### config.mk
export PLATFORM = sky130hd
export DESIGN_NAME = fare_accum
export DESIGN_NICKNAME = d
export VERILOG_FILES = /design/src/rtl/taxi_pkg.sv /design/src/rtl/bcd_add4.sv /design/src/rtl/fare_accum.sv
export SDC_FILE = /design/constraint.sdc
export NUM_CORES = 1
export LEC_CHECK = 0
export CAP_MARGIN = 20
export CORE_MARGIN = 10
export CORE_UTILIZATION = 49
export DETAILED_ROUTE_END_ITERATION = 6
export PLACE_DENSITY_LB_ADDON = 0.12
export SLEW_MARGIN = 10
export SYNTH_ARGS = -nofsm -noshare
export SYNTH_HDL_FRONTEND = slang
export SYNTH_SLANG_ARGS = --single-unit
### constraint.sdc
create_clock -name clk -period 5.2 [get_ports clk]
set_input_delay 1.3 -clock clk [delete_from_list [all_inputs] [get_ports clk]]
set_output_delay 1.3 -clock clk [all_outputs]
set_load 0.02 [all_outputs]
### src/rtl/taxi_pkg.sv
// taxi_pkg: shared types and constants for the taxi meter blocks.
//   state_t  : trip state machine encoding (IDLE / RUN / HOLD)
//   FARE_W   : fare width, 4 BCD digits
//   FARE_MAX : saturated fare value, 999.9
package taxi_pkg;

  localparam int unsigned FARE_W = 16;
  localparam logic [FARE_W-1:0] FARE_MAX = 16'h9999;

  typedef enum logic [1:0] {
    ST_IDLE = 2'd0,
    ST_RUN  = 2'd1,
    ST_HOLD = 2'd2
  } state_t;

endpackage

### src/rtl/bcd_add4.sv
// bcd_add4: combinational 4-digit BCD adder.
//   a, b : BCD operands (digit 0 in [3:0])
//   sum  : BCD sum, 4 digits
//   cout : carry out of the most significant digit
module bcd_add4
  import taxi_pkg::*;
(
  input  logic [FARE_W-1:0] a,
  input  logic [FARE_W-1:0] b,
  output logic [FARE_W-1:0] sum,
  output logic              cout
);

  logic [4:0] dsum;
  logic       carry;

  always_comb begin
    sum   = '0;
    dsum  = '0;
    carry = 1'b0;
    for (int unsigned i = 0; i < 4; i++) begin
      dsum = {1'b0, a[4*i +: 4]} + {1'b0, b[4*i +: 4]} + {4'b0, carry};
      // Digit overflow: +6 skips the six unused codes and leaves the
      // decimal digit in the low nibble.
      if (dsum > 5'd9) begin
        dsum  = dsum + 5'd6;
        carry = 1'b1;
      end else begin
        carry = 1'b0;
      end
      sum[4*i +: 4] = dsum[3:0];
    end
    cout = carry;
  end

endmodule

### src/rtl/fare_accum.sv
// fare_accum: trip fare accumulator, 4-digit BCD in units of 0.1 yuan.
//   clk, rst_n     : clock, asynchronous active-low reset
//   trip_start     : pulse, load base fare and enter RUN
//   trip_end       : pulse, freeze fare and enter HOLD
//   fare_clr       : pulse, clear fare and return to IDLE
//   dist_fare_tgl  : async toggle, one distance event per level change
//   wait_fare_tgl  : async toggle, one wait-fare event per level change
//   fare_bcd       : running / final fare
//   trip_active    : in RUN
//   fare_hold      : in HOLD
//   fare_sat       : fare saturated at 999.9
module fare_accum
  import taxi_pkg::*;
#(
  parameter logic [15:0] BASE_FARE = 16'h0100,
  parameter int unsigned BASE_KM   = 3,
  parameter logic [15:0] KM_RATE   = 16'h0020,
  parameter logic [15:0] WAIT_RATE = 16'h0010
) (
  input  logic              clk,
  input  logic              rst_n,
  input  logic              trip_start,
  input  logic              trip_end,
  input  logic              fare_clr,
  input  logic              dist_fare_tgl,
  input  logic              wait_fare_tgl,
  output logic [FARE_W-1:0] fare_bcd,
  output logic              trip_active,
  output logic              fare_hold,
  output logic              fare_sat
);

  localparam int unsigned KM_W = 8;
  localparam logic [KM_W-1:0] KM_BASE = KM_W'(BASE_KM);

  state_t            state, state_n;
  logic [FARE_W-1:0] fare_n;
  logic              sat_n;
  logic [KM_W-1:0]   km_cnt, km_n;
  logic              pend_dist, pend_wait, pd_n, pw_n;
  logic              add_en;

  logic [1:0] dist_sync, wait_sync;
  logic       dist_hist, wait_hist;
  logic       ev_dist, ev_wait;

  logic [FARE_W-1:0] add_b, add_sum;
  logic              add_cout;

  // History FFs follow the toggles in every state, so an edge seen outside
  // RUN is consumed and never turns into a late event.
  always_ff @(posedge clk or negedge rst_n) begin
    if (!rst_n) begin
      dist_sync <= '0;
      wait_sync <= '0;
      dist_hist <= 1'b0;
      wait_hist <= 1'b0;
    end else begin
      dist_sync <= {dist_sync[0], dist_fare_tgl};
      wait_sync <= {wait_sync[0], wait_fare_tgl};
      dist_hist <= dist_sync[1];
      wait_hist <= wait_sync[1];
    end
  end

  assign ev_dist = dist_sync[1] ^ dist_hist;
  assign ev_wait = wait_sync[1] ^ wait_hist;

  // Distance is always served first, so the operand follows pend_dist.
  assign add_b = pend_dist ? KM_RATE : WAIT_RATE;

  bcd_add4 u_add (
    .a    (fare_bcd),
    .b    (add_b),
    .sum  (add_sum),
    .cout (add_cout)
  );

  always_ff @(posedge clk or negedge rst_n) begin
    if (!rst_n) begin
      state     <= ST_IDLE;
      fare_bcd  <= '0;
      fare_sat  <= 1'b0;
      km_cnt    <= '0;
      pend_dist <= 1'b0;
      pend_wait <= 1'b0;
    end else begin
      state     <= state_n;
      fare_bcd  <= fare_n;
      fare_sat  <= sat_n;
      km_cnt    <= km_n;
      pend_dist <= pd_n;
      pend_wait <= pw_n;
    end
  end

  always_comb begin
    state_n = state;
    fare_n  = fare_bcd;
    sat_n   = fare_sat;
    km_n    = km_cnt;
    pd_n    = pend_dist;
    pw_n    = pend_wait;
    add_en  = 1'b0;
    if (fare_clr) begin
      state_n = ST_IDLE;
      fare_n  = '0;
      sat_n   = 1'b0;
      km_n    = '0;
      pd_n    = 1'b0;
      pw_n    = 1'b0;
    end else begin
      case (state)
        ST_IDLE, ST_HOLD: begin
          if (trip_start) begin
            state_n = ST_RUN;
            fare_n  = BASE_FARE;
            sat_n   = 1'b0;
            km_n    = '0;
            pd_n    = 1'b0;
            pw_n    = 1'b0;
          end
        end
        ST_RUN: begin
          if (trip_end) begin
            state_n = ST_HOLD;
            pd_n    = 1'b0;
            pw_n    = 1'b0;
          end else begin
            if (pend_dist) begin
              pd_n = 1'b0;
              if (km_cnt < KM_BASE) km_n = km_cnt + KM_W'(1);
              else                  add_en = !fare_sat;
            end else if (pend_wait) begin
              pw_n   = 1'b0;
              add_en = !fare_sat;
            end
            if (add_en) begin
              if (add_cout) begin
                fare_n = FARE_MAX;
                sat_n  = 1'b1;
              end else begin
                fare_n = add_sum;
              end
            end
            // A same-type event while its flag is still set is dropped.
            if (ev_dist && !pend_dist) pd_n = 1'b1;
            if (ev_wait && !pend_wait) pw_n = 1'b1;
          end
        end
        default: state_n = ST_IDLE;
      endcase
    end
  end

  assign trip_active = (state == ST_RUN);
  assign fare_hold   = (state == ST_HOLD);

endmodule

==> flow_summary.yaml <==
power:
  seqPwrFrac_pct: 47.2
  peakVddDrop_mv: 0.229
  power.internal_uw: 451
  p_leak_nw: 1.12
  powerDensity_mw_per_mm2: 239
  clkPwrFrac_pct: 40.8
  p_total_uw: 603
  combPwrFrac_pct: 12.0
  p_switching_uw: 152
  swShare_pct: 25.2
sta:
  fin_tns_setup_ns: 0
  final-hold-violation-count: 0
  final.min_clock_period_ns: 4.96
  holdWs_ns: 0.361
  max_freq_mhz: 201
  slew_headroom_pct: 62.0
  fin_skew_ns: 0.00968
  fin_crit_sh_pct: 95.5
  timing_worst_slew_pin_value_ns: 0.568
  finalSetupViolations: 0
  slew_violations: 0
yosys:
  synth_edf_count: 0
  yosysWarningCount: 0
  ys_ff_latch: 35
  ys_seq_area_share_pct: 44.6
  synth_area_per_cell_um2: 10.6
  ys_top_cells_by_area: "dfrtp_1 (45%), ha_1 (7.0%), a22o_1 (3.1%), xnor2_1 (3.1%), nor2_1 (2.7%)"
  synth_nets: 205
  synth-main-ff-cell: "dfrtp_1"
  syn_area_mm2: 0.00196
  synth_cell_type_count: 52
  async_reset_ff_share_pct: 100
  yosysTopAreaCellShare_pct: 44.6
  synth_top_area_cell: "dfrtp_1"
  netlist_instances: 185
clock_tree:
  clkSlewWorstSetupHoldPaths_ns: 0.08
  clk_latency_ns: 0.29
  htree_num_levels: 2
  cts.sinks: 35
  cts_buffer_depth: 2
  cts_root_buffer: "clkbuf_8"
  numCtsBuffers: 5
  cts_tree: "yes"
route:
  drc_errors: 0
  firstDrtPassIters: 4
  ant_nets: 0
  via_per_inst: 5.76
  routedWlPerCell_um: 16.6
  vias: 1572
  wirelength_um: 4530
  drt_iter0_drc: 38
finish:
  final_nets: 244
  n_antenna_cell: 0
  multiInputGateArea_mm2: 0.00109
  area_growth_pct: 28.5
  fillers: 281
  drive_above_1_share_pct: 21.8
  register_area_um2: 876
setup_path:
  worstPathRequired_ns: 5.43
  critPathMaxStageDelay_ns: 0.58
  start_kind: "register"
  setup.worst_path.end_class: "register"
  crit_type: "reg2reg"
  slowest_stage: "fa_2"
  crit_chain: "inv_2 > ha_1 > inv_1 > ha_1 > a31oi_1 > a31o_2 > inv_1 > fa_2 > fa_2 > inv_2 > a211o_1 > a21oi_2 > ha_2 > ha_2 > o21a_1 > o221a_4 > ha_4 > ha_4 > o21a_1 > o22a_4 > nor3_4 > a22o_1"
  critical_path_peak_fanout: 8
  arrival_ns: 5.19
global_route:
  use_met3_pct: 4.10
  antenna_found_initial: 0
  grt-busiest-layer: "met2"
  met1_usage_pct: 14.1
  grt_max_degree: 36
  grt-ovfl-total: 0
  grt_pass1_wl_um: 7620
  grtUsageMet2_pct: 23.1
  track_usage_pct: 13.1
  first_global_vias: 1657
die:
  coreArea_mm2: 0.00377
  die_x_um: 83.3
  rows: 22
  die_h_um: 83.3
  ios: 26
  start_util_pct: 52.0
  die_area_mm2: 0.00693
status:
  outcome: "finished, final reports clean"
job:
  drv_cap: 0
placed_design:
  gp_congestion: 0.840
  io_buffers: 25
  dp_hpwl_um: 3300
worst_hold_path:
  worstHoldPathType: "reg2reg"
## final cells by class
class,instances,area share [%]
Clock inverter,3,1.74
Timing Repair Buffer,36,13.2
Tap cell,48,2.38
Inverter,14,2.08
Sequential cell,35,34.7
Multi-Input combinational cell,132,43.1
Clock buffer,5,2.73
## registers in the layout, summed over array words and instances (netlist names)
signal / flops
state: 2
fare_bcd: 16
wait_sync: 2
km_cnt: 8
wait_hist: 1
dist_sync: 2
fare_sat: 1
dist_hist: 1
pend_dist: 1
pend_wait: 1
## repair_timing
action	CTS	global route
endpoints found under the setup margin	11	16
pin swaps	4	9
buffers inserted	1	2
resized for setup	8	9
hold buffers	0	0
## per-layer routing
metal / vias up / share of wire, %
li1: 756 / -
met1: 776 / 42
met2: 34 / 51
met3: 6 / 5.2
met4: 0 / 1.5
met5: - / 0
## Yosys cell counts (all sizes together), types with 2 or more instances
master and count:
o21ai 10, a22o 7, xnor2 7, a21oi 8, nand3 2, nor2 14, a31oi 2, o31ai 3
o211a 2, o22ai 2, nand2 12, mux2i 3, nor2b 5, o21a 4, nand2b 2, nor4b 2
nor3 5, dfrtp 35, ha 11, fa 2, and3 4, a2bb2oi 2, o41ai 2, buf 3
o211ai 2, inv 14, nand4 3
## path summary, 6_finish.rpt
path                       depth (start not counted)  slack (ns)                       to                    start
setup reg to reg                                  22        0.24  fare_bcd[6]$_DFFE_PN0P_  fare_bcd[2]$_DFFE_PN0P_
hold reg to reg                                    0        0.36   wait_sync[1]$_DFF_PN0_   wait_sync[0]$_DFF_PN0_
min in group asynchronous                          2        1.43  fare_bcd[4]$_DFFE_PN0P_                    rst_n
hold / removal                                     0        0.36   wait_sync[1]$_DFF_PN0_   wait_sync[0]$_DFF_PN0_
setup / recovery                                  22        0.24  fare_bcd[6]$_DFFE_PN0P_  fare_bcd[2]$_DFFE_PN0P_
max in group asynchronous                          2        3.44    km_cnt[1]$_DFFE_PN0P_                    rst_n
## cell usage in the layout, fill, tap and decap left out, types with 3 or more instances in the layout
cell type / netlist / routed
dfrtp_1: 35 / 35
clkdlybuf4s50_1: 0 / 25
nor2_1: 14 / 14
nand2_1: 11 / 11
buf_4: 0 / 11
inv_1: 11 / 9
xnor2_1: 7 / 7
a22o_1: 7 / 7
ha_1: 11 / 7
o21ai_1: 6 / 6
inv_2: 3 / 5
a21oi_1: 6 / 5
clkbuf_8: 0 / 5
nor2b_1: 5 / 4
o21a_1: 4 / 4
and3_1: 4 / 4
o21ai_0: 4 / 4
nor3_1: 4 / 4
nand4_1: 3 / 3
a21oi_2: 2 / 3
mux2i_1: 3 / 3
## cell families (layout without fill, tap and decap cells)
kind of cell | after synthesis | after routing | synth area share (%)
fa+ha+maj | 13 | 13 | 9.06
compound gates | 56 | 56 | 22.9
mux | 3 | 3 | 1.53
buf+inv | 18 | 58 | 4.27
simple gates | 53 | 53 | 14.5
xor+xnor | 7 | 7 | 3.13
flops | 35 | 35 | 44.6
## power by group through the flow
stage	clock network, mW	logic [mW]	registers, mW
2_1_floorplan	0	0.0409	0.291
3_3_place_gp	0	0.0676	0.289
3_5_place_dp	0	0.0688	0.290
4_1_cts	0.251	0.0706	0.284
5_1_grt	0.264	0.0792	0.286
6_report	0.246	0.0722	0.284
## worst max-delay path, delay by kind of cell (launching register included)
kind | cells | cell delay, ns
compound gates | 9 | 1.82
simple gates | 1 | 0.23
fa+ha+maj | 8 | 2.16
flops | 1 | 0.40
buf+inv | 4 | 0.27
## metrics by stage
| stage | setup slack [ns] | util (%) | std cells | cell area, um^2 |
|---|---|---|---|---|
| 2_1_floorplan | 0.0560 | - | 185 | 1960 |
| 3_5_place_dp | -0.0796 | 61.0 | 262 | 2300 |
| 4_1_cts | 0.00685 | 65.4 | 271 | 2460 |
| 5_1_grt | -0.0106 | 66.9 | 273 | 2520 |
| 6_report | 0.236 | 66.9 | 273 | 2520 |
| 3_3_place_gp | 0.0743 | 61.0 | 262 | 2300 |
(Power assumes the default switching activity.)
